`src/rtl/bcd_pkg.sv`:
```
// bcd_pkg: shared BCD digit type, maximum digit value and load clamp helper.
package bcd_pkg;
    typedef logic [3:0] bcd_digit_t;
    localparam bcd_digit_t BCD_MAX = 4'd9;
    function automatic bcd_digit_t bcd_clamp(input logic [3:0] n);
        return (n > BCD_MAX) ? BCD_MAX : n;
    endfunction
endpackage

```
`src/rtl/bcd_digit_updn.sv`:
```
// bcd_digit_updn: one up/down BCD digit with clear, clamped load and step enable.
module bcd_digit_updn
    import bcd_pkg::*;
(
    input  logic       clk,
    input  logic       rst,
    input  logic       clr,
    input  logic       load,
    input  logic [3:0] load_d,
    input  logic       en,
    input  logic       up,
    output logic [3:0] q,
    output logic       at_max,
    output logic       at_min
);
    bcd_digit_t q_d, q_q;
    always_comb begin
        q_d = clr ? 4'd0 : load ? bcd_clamp(load_d) : !en ? q_q :
              up ? ((q_q == BCD_MAX) ? 4'd0 : q_q + 4'd1) :
                   ((q_q == 4'd0) ? BCD_MAX : q_q - 4'd1);
    end
    always_ff @(posedge clk) begin
        if (rst) q_q <= 4'd0;
        else     q_q <= q_d;
    end
    assign q      = q_q;
    assign at_max = (q_q == BCD_MAX);
    assign at_min = (q_q == 4'd0);
endmodule

```
`src/rtl/bcd_time_counter_n.sv`:
```
// bcd_time_counter_n: N-digit up/down BCD counter with preset load, lap capture,
// wrap or saturate at terminal count, sticky late flag and terminal-count pulse.
module bcd_time_counter_n
    import bcd_pkg::*;
#(
    parameter int NDIGITS  = 4,
    parameter bit SATURATE = 1'b0
) (
    input  logic                   clk,
    input  logic                   rst,
    input  logic                   clr,
    input  logic                   en,
    input  logic                   up,
    input  logic                   load,
    input  logic [4*NDIGITS-1:0]   load_val,
    input  logic                   lap,
    output logic [4*NDIGITS-1:0]   q,
    output logic [4*NDIGITS-1:0]   lap_q,
    output logic                   late,
    output logic                   tc,
    output logic                   zero
);
    logic [NDIGITS-1:0] at_max, at_min, step;
    logic [4*NDIGITS-1:0] lap_d;
    logic term, late_d, late_q, tc_d, tc_q;

    // The whole count is at its end for the current direction and a step is requested.
    assign term = en && (up ? &at_max : &at_min);

    for (genvar i = 0; i < NDIGITS; i++) begin : g_digit
        if (i == 0) begin : g_lsd
            assign step[i] = en && !(SATURATE && term);
        end else begin : g_hi
            assign step[i] = step[i-1] && (up ? at_max[i-1] : at_min[i-1]);
        end
        bcd_digit_updn u_digit (
            .clk    (clk),
            .rst    (rst),
            .clr    (clr),
            .load   (load),
            .load_d (load_val[4*i +: 4]),
            .en     (step[i]),
            .up     (up),
            .q      (q[4*i +: 4]),
            .at_max (at_max[i]),
            .at_min (at_min[i])
        );
    end

    always_comb begin
        lap_d  = clr ? '0 : lap ? q : lap_q;
        late_d = (clr || load) ? 1'b0 : (late_q || term);
        tc_d   = !clr && !load && term;
    end
    always_ff @(posedge clk) begin
        if (rst) begin
            lap_q  <= '0;
            late_q <= 1'b0;
            tc_q   <= 1'b0;
        end else begin
            lap_q  <= lap_d;
            late_q <= late_d;
            tc_q   <= tc_d;
        end
    end
    assign late = late_q;
    assign tc   = tc_q;
    assign zero = &at_min;
endmodule

```
`config.mk`:
```
export PLATFORM = sky130hd
export DESIGN_NAME = bcd_time_counter_n
export DESIGN_NICKNAME = d
export VERILOG_FILES = /design/src/rtl/bcd_pkg.sv /design/src/rtl/bcd_digit_updn.sv /design/src/rtl/bcd_time_counter_n.sv
export SDC_FILE = /design/constraint.sdc
export NUM_CORES = 1
export LEC_CHECK = 0
export BUFFER_PORTS_ARGS = -buffer_cell sky130_fd_sc_hd__buf_2
export CELL_PAD_IN_SITES_DETAIL_PLACEMENT = 0
export CELL_PAD_IN_SITES_GLOBAL_PLACEMENT = 1
export CORE_UTILIZATION = 25
export CTS_CLUSTER_SIZE = 30
export DETAILED_ROUTE_END_ITERATION = 10
export GPL_TIMING_DRIVEN = 0
export PLACE_DENSITY = 0.56
export SYNTH_ARGS = -nofsm -noshare
export SYNTH_HDL_FRONTEND = slang
export SYNTH_SLANG_ARGS = --single-unit
```
`constraint.sdc`:
```
create_clock -name clk -period 2.1 [get_ports clk]
set_input_delay 0.21 -clock clk [delete_from_list [all_inputs] [get_ports clk]]
set_output_delay 0.21 -clock clk [all_outputs]
set_load 0.02 [all_outputs]
```
==> impl_results.md, run 1 <==
* Status: finished clean
* Hold_sp: load_val[10]
* Area of the multi-input gates at 1280 µm²
* Worst r2r dst: g_digit[1].u_digit.q[3]$_SDFFE_PP0P_
* Post-Syn Nets at 285
* WHS at approximately 180 ps
* Clock Pin Slew Worst Setup and Hold Paths at 70 ps
* Routed Antenna Nets at 0
* CTS tree: done
* Seq. cell area at 681 µm²
* # diodes at 0
* CP arrival at 2010 ps
* Final Max Slew Viols at 0
* Initial DRC Count at 55
* Clock latency on the worst-skew pair at approximately 290 ps
* Largest net degree at the start of global routing at 11
* Final setup viols at 0
* Detail Placement HPWL at 4920 µm
* Setup TNS at 0 ps
* Worst min path class: input pin to flip-flop
* Fill count at approximately 920
* Flop2flop setup slack at 250 ps
* FMAX at 540 MHz
* Root Buffer Master: clkbuf_8
* Hold-fix buffers at CTS at 0
* Num CTS Buffers at 5
* Htree depth at 2
* Layout Skew at just over 7 ps
* Deepest clock path buffer count at 2
* Routed WL at approximately 6700 µm
* # DRC at 0
* Vias in the first global route at around 2000
* Die X at 95.9 µm
* Peak VDD IR at 0.219 mV
* # rows at 33
* Post-synth EDFFs at 0
* Layout area overhead at 21.7%
* Core area at 8380 µm²
* Post-synthesis average cell area at 8.41 µm²
* Hold path depth at 3
* Initial Utilization at 26.3%
* P_int at approximately 0.001 W
* Die ar. at 9190 µm²
* Flop pwr share at 45.1%
* Initial antenna violation count at 0
* Comb power frac at between 20% and 30%
* Netlist cell types at 59
* Resized cells post-CTS at 0
* Crit path capture type: flip-flop
* Power per cell area at 557 nW/µm²
* Worst Hold End: g_digit[2].u_digit.q[2]$_SDFFE_PP0P_
* Final hold violations at 0
* Cells on worst reg2reg path at 6
* Slew headroom at ~60%
* DR vias at approximately 2200
* Critical R2R Launch: g_digit[0].u_digit.q[0]$_SDFFE_PP0P_
* FF+latch count, synth at 34
* # Post-CTS Setup Buffers at 0
* Worst Setup Path Type: flip-flop to flip-flop
* YS warnings at 0
* Max_cap viols at 0
* Sw Ratio at between 30% and 40%
* First-pass GRT wire length at 10600 µm
* Psw at 0.000469 W
* Least-Margin Pin Slew at 611 ps
* Tcrit/Tclk final at 88.2%
* WL per Instance at 15.7 µm
* Mapped Area at roughly 2200 µm²
* Post-route minimum period at 1850 ps
* Share of layout cells above drive strength 1 at 28.5%
* Async S/R FF share, synth at 0%
* Net count, final at 346
* Register area share after synthesis at 30.9%
* Router iterations before antenna repair at 4
* Crit Path Max Fanout at 10
* Commonest non-fill, non-tap cell in the layout: buf_2
* Worst EP required at ~2300 ps
* Clock Power Share at 32.2%
* GR Overflow Total at 0
* Vias per cell at 5.05
* Num Clock Sinks at 34
* Post-Synthesis Cells at 262
* Startpoint types: flip-flop
* GP Congestion at 0.807
* Die H at 95.9 µm
* Port bufs at 54
* RSZ-0062 raised after global routing: false
* Gr usage total at between 10% and 20%
* Main synth FF type: dfxtp_1
* Io pins at 58
* Leakage at about 1.1 nW
* Most frequent cells in the layout: buf_2 (57), dfxtp_1 (34), nor2_1 (32)
## synth_stat cells (all sizes together), types with 2 or more instances
cell type | n | area [µm²]
a2111oi | 2 | 17.5
o21ai | 22 | 110
nor2b | 2 | 12.5
a31o | 2 | 17.5
o211ai | 3 | 27.5
a31oi | 3 | 18.8
and3 | 2 | 13.8
or2 | 3 | 18.8
nor4 | 7 | 50.1
nor3 | 11 | 60.1
nand3 | 12 | 60.1
nor2 | 33 | 126
dfxtp | 34 | 681
a32oi | 2 | 17.5
inv | 7 | 26.3
a21o | 2 | 16.3
mux2i | 19 | 190
xnor2 | 8 | 70.1
and4 | 2 | 17.5
a221oi | 7 | 85.1
o21a | 2 | 15.0
buf | 12 | 105
and2 | 4 | 27.5
nand3b | 3 | 22.5
a21oi | 8 | 40.0
nand2b | 3 | 18.8
nand4 | 2 | 27.5
a211o | 2 | 17.5
clkbuf | 16 | 104
nand2 | 7 | 26.3
a211oi | 7 | 57.6
## power by group through the flow
stage	sequential, W	combinational [W]	clock [W]
6_report	0.000673	0.000339	0.000481
5_1_grt	0.000675	0.000374	0.000524
4_1_cts	0.000674	0.000341	0.000496
3_5_place_dp	0.000689	0.000340	0
3_3_place_gp	0.000689	0.000340	0
2_1_floorplan	0.000706	0.000220	0
## how the worst max path moves through the flow
stage,startpoint,to,slack (ps),depth (start not counted)
after floorplan,g_digit[0].u_digit.q[0]$_SDFFE_PP0P_,late$_SDFF_PP0_,350,6
after global placement,g_digit[0].u_digit.q[0]$_SDFFE_PP0P_,g_digit[1].u_digit.q[3]$_SDFFE_PP0P_,260,6
after global routing,g_digit[2].u_digit.q[2]$_SDFFE_PP0P_,g_digit[3].u_digit.q[0]$_SDFFE_PP0P_,130,6
after detailed placement,g_digit[0].u_digit.q[0]$_SDFFE_PP0P_,g_digit[1].u_digit.q[3]$_SDFFE_PP0P_,250,6
after CTS,g_digit[0].u_digit.q[0]$_SDFFE_PP0P_,g_digit[1].u_digit.q[3]$_SDFFE_PP0P_,210,6
final,g_digit[0].u_digit.q[0]$_SDFFE_PP0P_,g_digit[1].u_digit.q[3]$_SDFFE_PP0P_,250,6
## metal layers
metal / global-route usage (%) / part of all wire [%] / vias up
met3: 3.32 / 4.5 / 6
met5: 0 / 0 / -
li1: - / - / 1073
met2: 24.0 / 44 / 51
met4: 2.99 / 0.68 / 0
met1: 21.7 / 51 / 1033
## registers in the layout (all words and copies together) (netlist names)
name,count
g_digit.u_digit.q,16
lap_q,16
tc,1
late,1
## cells by family after synthesis
group                  synth area share (%)
AND/OR/NAND/NOR                        24.1
buffers and inverters                  10.9
flip-flops                             30.9
AO/OA/AOI/OAI                          21.9
XOR/XNOR                               3.58
multiplexers                           8.64
## final cells by class
| cell class | count | share of cell area [%] |
|---|---|---|
| buffer | 28 | 7.80 |
| clock buffer | 7 | 2.85 |
| inverter | 8 | 1.12 |
| multi-input combinational | 192 | 47.9 |
| sequential | 34 | 25.4 |
| tap | 105 | 4.90 |
| timing repair buffer | 54 | 10.1 |
## worst max-delay path, stage by stage, from the launching register on
cell and delay (ps):
dfxtp_1 320, buf_6 140, and3_2 200, o211ai_2 420, nor3_1 90, a2111oi_0 450
nor3_1 90
## through the flow
| stage | cells | utilization [%] | instance area, µm² | power (W) | worst slack (ps) |
|---|---|---|---|---|---|
| 5_1_grt | 428 | 32.0 | 2680 | 0.00157 | 127 |
| 6_report | 428 | 32.0 | 2680 | 0.00149 | 248 |
| 2_1_floorplan | 262 | - | 2200 | 0.000926 | 350 |
| 3_3_place_gp | 421 | 31.1 | 2600 | 0.00103 | 262 |
| 3_5_place_dp | 421 | 31.1 | 2600 | 0.00103 | 251 |
| 4_1_cts | 428 | 32.0 | 2680 | 0.00151 | 208 |
Power figures use the tool's default switching activity.
==> run 2: changes to the inputs <==
--- a/config.mk
+++ b/config.mk
@@ -8,6 +8,7 @@
 export BUFFER_PORTS_ARGS = -buffer_cell sky130_fd_sc_hd__buf_2
 export CELL_PAD_IN_SITES_DETAIL_PLACEMENT = 0
 export CELL_PAD_IN_SITES_GLOBAL_PLACEMENT = 1
+export CORE_ASPECT_RATIO = 0.8
 export CORE_UTILIZATION = 25
 export CTS_CLUSTER_SIZE = 30
 export DETAILED_ROUTE_END_ITERATION = 10
==> impl_results.md, run 2 (synthesis results as in run 1) <==
* Final setup viols at 0
* Worst EP required at around 2300 ps
* Fill count at ~900
* FMAX at 539 MHz
* Status: finished clean
* Max_cap viols at 0
* Sw Ratio at ~30%
* Net count, final at 346
* Post-route cell area at 2690 µm²
* Core area at about 8500 µm²
* Startpoint types: flip-flop
* Initial antenna violation count at 0
* Htree depth at 2
* Peak VDD IR at 0.185 mV
* Seq. cell area at 681 µm²
* CP arrival at 2060 ps
* Detail Placement HPWL at 4900 µm
* GR Overflow Total at 0
* Leakage at 1.12 nW
* Largest net degree at the start of global routing at 11
* Area of the multi-input gates at 1280 µm²
* Hold-fix buffers at CTS at 0
* Hold_sp: load_val[10]
* Initial Utilization at between 20% and 30%
* Hold path depth at 3
* Fin util at between 30% and 40%
* Layout area overhead at 22.1%
* Cells on worst reg2reg path at 6
* Layout Skew at 3.14 ps
* Critical R2R Launch: g_digit[2].u_digit.q[2]$_SDFFE_PP0P_
* DR vias at between 2000 and 2500
* Worst Hold End: g_digit[2].u_digit.q[2]$_SDFFE_PP0P_
* GP Congestion at 0.804
* Flop2flop setup slack at 240 ps
* Post-route minimum period at approximately 1900 ps
* Post-Layout Cell Count at 435
* Num Clock Sinks at 34
* WL per Instance at 15.3 µm
* Power per cell area at 551 nW/µm²
* Placed cell areas at 2610 µm²
* # diodes at 0
* Placed Cells at 428
* Slew headroom at 61.8%
* Num CTS Buffers at 5
* Clock Pin Slew Worst Setup and Hold Paths at 70 ps
* CTS tree: done
* Crit Path Max Fanout at 10
* Routed WL at approximately 6600 µm
* # Post-CTS Setup Buffers at 0
* Least-Margin Pin Slew at 572 ps
* Flop pwr share at 45.5%
* Final Max Slew Viols at 0
* Worst r2r dst: g_digit[3].u_digit.q[0]$_SDFFE_PP0P_
* Tcrit/Tclk final at 88.4%
* Final hold violations at 0
* Worst Setup Path Type: flip-flop to flip-flop
* Comb power frac at 22.8%
* Clock latency on the worst-skew pair at 280 ps
* Resized cells post-CTS at 0
* Routed Antenna Nets at 0
* P_int at 0.00102 W
* RSZ-0062 raised after global routing: false
* Psw at 0.000458 W
* Share of layout cells above drive strength 1 at 28.5%
* Die H at 85.9 µm
* # rows at 30
* # DRC at 0
* Deepest clock path buffer count at 2
* Setup TNS at 0 ps
* Vias per cell at about 4.9
* Commonest non-fill, non-tap cell in the layout: buf_2
* Initial DRC Count at a little over 70
* Clock Power Share at 31.7%
* Crit path capture type: flip-flop
* Router iterations before antenna repair at 4
* First-pass GRT wire length at between 10000 and 15000 µm
* Die X at roughly 110 µm
* Gr usage total at 14.9%
* Worst min path class: input pin to flip-flop
* Most frequent cells in the layout: buf_2 (57), dfxtp_1 (34), nor2_1 (32)
* Root Buffer Master: clkbuf_8
* Die ar. at 9190 µm²
* Io pins at 58
* Port bufs at 54
* Vias in the first global route at 2035
## run 2: cell counts in the layout (fill, tap and decap cells not counted)
Identical to the previous run, type by type.
## run 2: per-layer routing
| metal | global-route usage [%] | vias to the layer above | share of wire, % | wire length, µm |
|---|---|---|---|---|
| met3 | 3.65 | 7 | 5.4 | 358 |
| met4 | 4.61 | 0 | 0.98 | 65 |
| li1 | - | 1076 | - | - |
| met1 | 21.1 | 1014 | 51 | 3380 |
| met5 | 0 | - | 0 | 0 |
| met2 | 21.9 | 56 | 43 | 2840 |
## run 2: worst max-delay path: stages, from the launching register on
cell and delay [ps]:
dfxtp_1 330, buf_4 180, nor4_2 260, nand3_1 230, a221oi_4 380, xnor2_1 130, a221oi_2 260
## run 2: how the worst max path moves through the flow
stage / to / slack (ps) / startpoint / cells past startpoint
2_1_floorplan: late$_SDFF_PP0_ / 350 / g_digit[0].u_digit.q[0]$_SDFFE_PP0P_ / 6
3_3_place_gp: g_digit[3].u_digit.q[1]$_SDFFE_PP0P_ / 230 / up / 9
3_5_place_dp: g_digit[3].u_digit.q[0]$_SDFFE_PP0P_ / 230 / g_digit[2].u_digit.q[2]$_SDFFE_PP0P_ / 6
4_1_cts: g_digit[3].u_digit.q[0]$_SDFFE_PP0P_ / 210 / g_digit[2].u_digit.q[2]$_SDFFE_PP0P_ / 6
5_1_grt: g_digit[1].u_digit.q[3]$_SDFFE_PP0P_ / 70 / g_digit[1].u_digit.q[1]$_SDFFE_PP0P_ / 6
6_report: g_digit[3].u_digit.q[0]$_SDFFE_PP0P_ / 240 / g_digit[2].u_digit.q[2]$_SDFFE_PP0P_ / 6
## run 2: area by class of cell
| cell class | instances | share of cell area, % |
|---|---|---|
| Inverter | 8 | 1.12 |
| Clock buffer | 7 | 2.84 |
| Buffer | 28 | 7.77 |
| Timing Repair Buffer | 54 | 10.1 |
| Multi-Input combinational cell | 192 | 47.7 |
| Tap cell | 112 | 5.21 |
| Sequential cell | 34 | 25.3 |
## run 2: stage by stage
step                      hold WS, ps  total power (W)  setup slack, ps
after floorplan                   340         0.000926              350
after global placement            456          0.00103              228
after detailed placement          451          0.00103              229
after CTS                         152          0.00151              213
after global routing              177          0.00157             69.2
final                             157          0.00148              244
## run 2: power by group through the flow
stage | Combinational (W) | Sequential, W | Clock, W
4_1_cts | 0.000341 | 0.000674 | 0.000494
5_1_grt | 0.000373 | 0.000676 | 0.000521
3_3_place_gp | 0.000342 | 0.000689 | 0
3_5_place_dp | 0.000339 | 0.000689 | 0
2_1_floorplan | 0.000220 | 0.000706 | 0
6_report | 0.000339 | 0.000674 | 0.000469
